**src/rtl/buttons_scanner.sv**
```systemverilog
// Push-button scanner for the display board: clocks the external PISO shift register,
// debounces each button, latches sticky change flags with an irq, and serves an Avalon-MM read port.
module buttons_scanner #(
   parameter int CLK_DIV        = 25,
   parameter int NBITS          = 16,
   parameter int DEBOUNCE_SCANS = 4,
   parameter bit ACTIVE_LOW     = 1'b1
) (
   input  logic             clk,
   input  logic             reset_n,
   input  logic             shiftreg_in,
   output logic             shiftreg_loadn,
   output logic             shiftreg_clk,
   input  logic             address,
   input  logic             read,
   output logic [31:0]      readdata,
   output logic [NBITS-1:0] buttons,
   output logic             irq
);

   localparam int DIV_W = (CLK_DIV > 1) ? $clog2(CLK_DIV) : 1;
   localparam int IDX_W = (NBITS > 1) ? $clog2(NBITS) : 1;
   localparam int CNT_W = $clog2(DEBOUNCE_SCANS + 1);

   typedef enum logic [2:0] {
      ST_LOAD,
      ST_SETTLE,
      ST_SAMPLE,
      ST_SHIFT,
      ST_UPDATE
   } state_t;

   state_t             state, state_next;
   logic [DIV_W-1:0]   div;
   logic               div_last;
   logic [IDX_W-1:0]   idx;
   logic [NBITS-1:0]   shift_buf;
   logic [NBITS-1:0]   flags;
   logic [CNT_W-1:0]   cnt      [NBITS];
   logic [CNT_W-1:0]   cnt_next [NBITS];
   logic [NBITS-1:0]   raw;
   logic [NBITS-1:0]   buttons_next;
   logic [NBITS-1:0]   flags_set;
   logic               rd_flags;

   assign div_last = (div == DIV_W'(CLK_DIV - 1));
   assign rd_flags = read && address;

   // NOTE: every always_comb output gets a default before any branch so no latch can be inferred.
   always_comb begin
      state_next = state;
      case (state)
         ST_LOAD:   if (div_last) state_next = ST_SETTLE;
         ST_SETTLE: if (div_last) state_next = ST_SAMPLE;
         ST_SAMPLE: if (div_last) state_next = ST_SHIFT;
         ST_SHIFT:  if (div_last) state_next = (idx == '0) ? ST_UPDATE : ST_SAMPLE;
         ST_UPDATE: state_next = ST_LOAD;
         default:   state_next = ST_LOAD;
      endcase
   end

   // Per-button debounce: a bit flips only after DEBOUNCE_SCANS consecutive disagreeing scans.
   always_comb begin
      raw          = shift_buf ^ {NBITS{ACTIVE_LOW}};
      buttons_next = buttons;
      flags_set    = '0;
      for (int i = 0; i < NBITS; i++) begin
         cnt_next[i] = cnt[i];
         if (raw[i] == buttons[i]) begin
            cnt_next[i] = '0;
         end else if (cnt[i] >= CNT_W'(DEBOUNCE_SCANS - 1)) begin
            buttons_next[i] = raw[i];
            cnt_next[i]     = '0;
            flags_set[i]    = 1'b1;
         end else begin
            cnt_next[i] = cnt[i] + 1'b1;
         end
      end
   end

   // NOTE: sequential state uses non-blocking assignments only, so every register samples pre-edge values.
   always_ff @(posedge clk or negedge reset_n) begin
      if (!reset_n) begin
         state     <= ST_LOAD;
         div       <= '0;
         idx       <= IDX_W'(NBITS - 1);
         shift_buf <= '0;
      end else begin
         state <= state_next;
         if (div_last || state == ST_UPDATE) div <= '0;
         else                                div <= div + 1'b1;
         if (state == ST_SAMPLE && div_last) shift_buf[idx] <= shiftreg_in;
         if (state == ST_SHIFT && div_last && idx != '0) idx <= idx - 1'b1;
         else if (state == ST_UPDATE)                    idx <= IDX_W'(NBITS - 1);
      end
   end

   // Pins come straight from flops, one cycle behind the state they represent.
   always_ff @(posedge clk or negedge reset_n) begin
      if (!reset_n) begin
         shiftreg_loadn <= 1'b1;
         shiftreg_clk   <= 1'b0;
      end else begin
         shiftreg_loadn <= (state != ST_LOAD);
         shiftreg_clk   <= (state == ST_SHIFT);
      end
   end

   // NOTE: the counter array is small and must start at zero, so it is reset like ordinary flops.
   always_ff @(posedge clk or negedge reset_n) begin
      if (!reset_n) begin
         cnt     <= '{default: '0};
         buttons <= '0;
      end else if (state == ST_UPDATE) begin
         cnt     <= cnt_next;
         buttons <= buttons_next;
      end
   end

   // A flag raised on the same edge as a clearing read survives the clear.
   always_ff @(posedge clk or negedge reset_n) begin
      if (!reset_n) begin
         flags    <= '0;
         irq      <= 1'b0;
         readdata <= '0;
      end else begin
         flags <= (flags & ~{NBITS{rd_flags}}) | ((state == ST_UPDATE) ? flags_set : '0);
         irq   <= |flags;
         if (read) readdata <= address ? 32'(flags) : 32'(buttons);
      end
   end

endmodule

```
**config.mk**
```make
export PLATFORM = sky130hd
export DESIGN_NAME = buttons_scanner
export DESIGN_NICKNAME = d
export VERILOG_FILES = /design/src/rtl/buttons_scanner.sv
export SDC_FILE = /design/constraint.sdc
export NUM_CORES = 1
export LEC_CHECK = 0
export ABC_CLOCK_PERIOD_IN_PS = 2300
export BUFFER_PORTS_ARGS = -buffer_cell sky130_fd_sc_hd__buf_2
export CORE_ASPECT_RATIO = 1.1
export CORE_UTILIZATION = 55
export DETAILED_ROUTE_END_ITERATION = 8
export GPL_TIMING_DRIVEN = 0
export PLACE_DENSITY = 0.84
export RECOVER_POWER = 25
export SYNTH_ARGS = -nofsm -noshare
export SYNTH_HDL_FRONTEND = slang
export SYNTH_SLANG_ARGS = --single-unit
```
**constraint.sdc**
```tcl
create_clock -name clk -period 2.3 [get_ports clk]
set_input_delay 0.46 -clock clk [delete_from_list [all_inputs] [get_ports clk]]
set_output_delay 0.46 -clock clk [all_outputs]
set_load 0.01 [all_outputs]
```
# Word-level counts from Yosys, hierarchy flattened
# Index checks and enable logic that the tools add are counted.
[word_totals] regBits=143 in_bits=5 output_inout_bits=51 wordCells=229
[op_classes] add_sub_neg=18 magnitude_cmp=18 eq_ne=25 muxes=78 bitwise=20 reduce_logical=29
[op_table] operator="$mux 3" n=37
[op_table] operator="$add 3x1->3 const B" n=16
[op_table] operator="$ge 3x2->1 const B" n=16
[op_table] operator="$reduce_and 3->1" n=16
[op_table] operator="$mux 1" n=33
[op_table] operator="$mux 16" n=2
[op_table] operator="$not 16->16" n=2
[op_table] operator="$and 16x16->16" n=1
[op_table] operator="$bwmux 16" n=1
[op_table] operator="$eq 1x1->1" n=16
[op_table] operator="$not 1->1" n=16
[op_table] operator="$or 16x16->16" n=1
[op_table] operator="$reduce_or 16->1" n=1
[op_table] operator="$pmux 3 s4" n=1
[op_table] operator="$mux 4" n=2
[op_table] operator="$ne 2x2->1 const B" n=4
[op_table] operator="$eq 3x2->1 const B" n=2
[op_table] operator="$add 5x1->5 const B" n=1
[op_table] operator="$eq 5x5->1 const B" n=1
[op_table] operator="$logic_and 1x1->1" n=5
[op_table] operator="$lt 4x5->1 const B" n=1
[op_table] operator="$mux 5" n=1
[op_table] operator="$demux 1 s4" n=1
[op_table] operator="$ge 4x1->1 const B" n=1
[op_table] operator="10 further kinds" n=10

# Logic depth before layout (Yosys ltp)
[logic_depth] ltp_word=5 mapped_depth=7 depth_no_buf=5

# Worst setup path after synthesis
# OpenSTA, ideal clock, no wires.
[synth_path] kind="reg2reg" from="register idx[0]" to="register idx[3]" setup_time_ns=0.098 arrival_time_ns=1.618 required_ns=2.202 slack_ns=0.583 path_stages_with_launch=6 n_path_buf=0 synth_period_minus_slack_ns=1.717 cell_sequence="dfstp_2 > inv_1 > ha_1 > or3b_2 > and3_1 > a221oi_1"
[synth_between] elab_chain_len=3 elab_cells_between_ends=5 cone_classes="add/sub (1); mux (1); reduce/logical (3)"
[synth_lines] item="from (decl)" line="36" rtl="logic [IDX_W-1:0] idx;"
[synth_lines] item="from (signal assigned)" line="86" rtl="idx <= IDX_W'(NBITS - 1);"
[synth_lines] item="from (signal assigned)" line="93" rtl="if (state == ST_SHIFT && div_last && idx != '0) idx <= idx - 1'b1;"
[synth_lines] item="from (signal assigned)" line="94" rtl="else if (state == ST_UPDATE) idx <= IDX_W'(NBITS - 1);"
[synth_lines] item="branches (longest 3 deep; another with $sub 4x1->4)"
# Several ways; the timed one is not identified.
# A chain may end at the register's enable or synchronous reset.

# Worst setup path after layout
[layout_path] from="register state[0]" to="register cnt[29] (netlist bit)"
[layout_between] elab_chain_len=1
[layout_lines] item="from (decl)" line="33" rtl="state_t state, state_next;"
[layout_lines] item="from (signal assigned)" line="89" rtl="state <= state_next;"
[layout_lines] item="$eq 3x3->1" line="114" rtl="end else if (state == ST_UPDATE) begin"
[layout_lines] item="to (signal assigned)" line="115" rtl="cnt <= cnt_next;"
[layout_lines] item="to (decl)" line="39" rtl="logic [CNT_W-1:0] cnt [NBITS];"
# No other way between the ends.

==> results.md <==
- Status: complete, no violations
- Worst Hold Depth: 2
- Synthesized area: 6150 sq um
- CP top delay family: buffers and inverters
- Starting density of the core: 56.3%
- Met2 wire length: 7.21 mm
- Cell Chain, Critical Path: clkbuf_1, nor3b_4, clkbuf_1, o22ai_1
- Share of layout cells above drive strength 1: 17.4%
- Met3 wire length: 927 um
- Routed vias: 4782
- Grt total ovfl: 0
- Aggregate global-route resource usage: 27.3%
- Number of DRC markers in iteration 0: 318
- Hold Vio Cnt, Final: 0
- Measured slew at the worst slew-check pin: 1120 ps
- Synth area leader: dfrtp_1
- Initial antenna violation count: 0
- Max-Slew Margin vs Limit: 25.3%
- CP max stage delay: 590 ps
- Core Rows: 40
- Reg-to-reg slack, setup: 360 ps
- Register share of total power: 44.4%
- R2r startpoint: state[0]
- Final layout net count: 704
- Via density: 5.83
- Top Metal Used: met4
- WL met1: 5.68 mm
- Critical path capture point type: register
- Post-Place Cells: 787
- Most frequent cell after synthesis: dfrtp_1
- Placer Congestion: 0.889
- Final count of negative-setup-slack endpoints: 0
- Internal Power: 4.10 mW
- Hold Path Sink: shift_buf[14]
- Die area: 11600 sq um
- Die height: 113 um
- Antenna Cells: 0
- Clock insertion delay at the later pin of the skew report: 420 ps
- Antenna Violating Nets Remaining: 0
- Switching share of power: 20.9%
- Worst min-delay path startpoint: shiftreg_in
- Comb power frac: 4.0%
- Worst reg-to-reg path cell count: 4
- CTS tree: yes
- CP most frequent cell: clkbuf_1
- Data arrival, critical path: 2200 ps
- Maximum clock path buffer count: 2
- Dpl hpwl: 9.82 mm
- Clk pwr share: 51.6%
- Max-Cap Viols: 0
- Root Driver: clkbuf_16
- Area grow syn2layout: 17.0%
- Switching pwr: 1.08 mW
- Tmin final: 1940 ps
- Avg WL per Cell: 17.4 um
- Max H-tree Level: 4
- Yosys cell types: 41
- PnR worst setup slack: 363 ps
- Setup Skew: 6.10 ps
- First-pass GRT wire length: 23.7 mm
- Area contributors post-synth: dfrtp_1 50%, ha_1 7.9%, nand2_1 4.8%, o21ai_0 4.6%, o31ai_1 3.2%
- Largest net degree at the start of global routing: 86
- Syn Inst Count: 587
- Die width: 103 um
- Buf/Inv on CP: 2
- Num CTS Buffers: 17
- Period utilisation layout: 84.2%
- Core area: 10900 sq um
- Post-CTS Repair Setup Buffers: 0
- Worst hold path type: input port to register
- Pwr dens: 720 nW/um^2
- Critical-path maximum fanout: 10
- Drt pass-1 iters: 5
- Lkg Pwr: 3.30 nW
- Fin. max-slew vios: 0
- EDFF count, synth: 0
- CTS Sinks: 127
- Syn Area/Cell: 10.5 sq um
- Register area share after synthesis: 51.8%
- Syn. warnings: 0
- Peak Freq: 516 MHz
- Worst setup slack after placement: 426 ps
- Worst Setup Start Kind: register
- Reg-to-reg endpoint: cnt[29]
- Vias in the first global route: 4849
- Synth Register Bits: 127
- Post-synth top cells: 122 x dfrtp_1, 78 x nand2_1, 56 x o21ai_0
- Critical path class: register to register
- Setup TNS: 0 ps
- Total power: 5.18 mW
- Final non-filler cell total: 820
- Slowest cell on the critical path: clkbuf_1
- IO buf count: 37
- Setup repair after global routing missed its margin: no
- # IOs: 56
- Drc violations: 0
- Critical Path RT: 2570 ps
- Max IR drop VDD: 0.432 mV
- Post-synth top area share: 49.7%
- Ys async rst share: 100%
- Final WL: 14.3 mm
- Main flop type after synthesis: dfrtp_1
- Clk slew on worst S/H paths: 50 ps
[final cells by class]
type | instances | area (sq um)
multi-input cells | 399 | 2630
clock buffers | 25 | 475
inverters | 34 | 128
well taps | 147 | 184
flip-flops and latches | 127 | 3180
repair buffers | 39 | 223
plain buffers | 42 | 259
fillers | 814 | 3720
clock inverters | 7 | 110
[cell families (layout without fill, tap and decap cells)]
kind of cell / after synthesis / in the layout / share of synthesized area [%]
AND/OR/NAND/NOR: 157 / 157 / 12.1
flip-flops: 127 / 127 / 51.8
buffers and inverters: 76 / 147 / 6.35
AO/OA/AOI/OAI: 133 / 133 / 13.0
adder cells (fa/ha/maj): 39 / 39 / 7.94
XOR/XNOR: 20 / 20 / 2.85
multiplexers: 34 / 34 / 5.86
other: 1 / 16 / 0.0610
[through the flow]
step	utilization (%)	cell area (sq um)	hold WS, ps
floorplan	-	6200	164
global placement	60.2	6570	474
detailed placement	60.6	6610	407
CTS	66.0	7200	358
global route	65.9	7190	363
finish	65.9	7190	368
[worst register-to-register path, delay by kind of cell, from the launching register on]
family	cells	cell delay, ps
buffers and inverters	2	810
flip-flops	1	350
AO/OA/AOI/OAI	1	200
AND/OR/NAND/NOR	1	420
[layer usage]
| metal | GRT usage, % | vias up |
|---|---|---|
| met5 | 0 | - |
| met4 | 12.4 | 0 |
| met3 | 7.35 | 44 |
| met2 | 45.0 | 190 |
| met1 | 33.2 | 2359 |
| li1 | - | 2189 |
[how the worst max path moves through the flow]
| stage | start | to | slack (ps) | cells past startpoint |
|---|---|---|---|---|
| global route | state[0] | cnt[29] | 250 | 4 |
| finish | state[0] | cnt[29] | 360 | 4 |
| floorplan | idx[0] | idx[3] | 580 | 5 |
| global placement | reset_n | cnt[21] | -740 | 1 |
| detailed placement | idx[0] | idx[3] | 430 | 5 |
| CTS | idx[0] | idx[3] | 380 | 5 |
[cell usage in the layout (no fill, tap or decap), drive strengths merged, types with 2 or more instances in the layout]
cell | netlist | final
o31ai | 26 | 26
bufinv | 0 | 3
mux2 | 16 | 16
clkbuf | 10 | 39
xor2 | 2 | 2
a221oi | 2 | 2
conb | 1 | 16
a21oi | 17 | 17
o22ai | 11 | 11
and3b | 2 | 2
and4 | 2 | 2
clkinv | 0 | 4
nand3 | 14 | 14
nor4 | 4 | 4
and3 | 2 | 2
nor2b | 2 | 2
nand4 | 16 | 16
buf | 32 | 66
dfstp | 5 | 5
nor3b | 3 | 3
nor2 | 27 | 27
ha | 39 | 39
nand2 | 78 | 78
dfrtp | 122 | 122
xnor2 | 18 | 18
mux2i | 18 | 18
a211oi | 17 | 17
or3b | 2 | 2
o21ai | 58 | 58
inv | 34 | 34
[power groups by stage]
stage / sequential, mW / combinational (mW) / clock, mW
2_1_floorplan: 2.34 / 0.102 / 0
3_3_place_gp: 2.34 / 0.194 / 0
3_5_place_dp: 2.34 / 0.207 / 0
4_1_cts: 2.30 / 0.210 / 2.69
5_1_grt: 2.30 / 0.233 / 2.81
6_report: 2.30 / 0.206 / 2.67
[timing repair]
action                    CTS  global route
hold endpoints to repair   42             0
resized for setup           0             0
hold buffers                1             0
[flip-flops by register name, indices dropped and copies added, names as in the netlist]
name / flops
shiftreg_clk: 1
cnt: 48
div: 5
shiftreg_loadn: 1
irq: 1
buttons: 16
idx: 4
state: 3
shift_buf: 16
flags: 16
readdata: 16
Power figures use the tool's default switching activity.
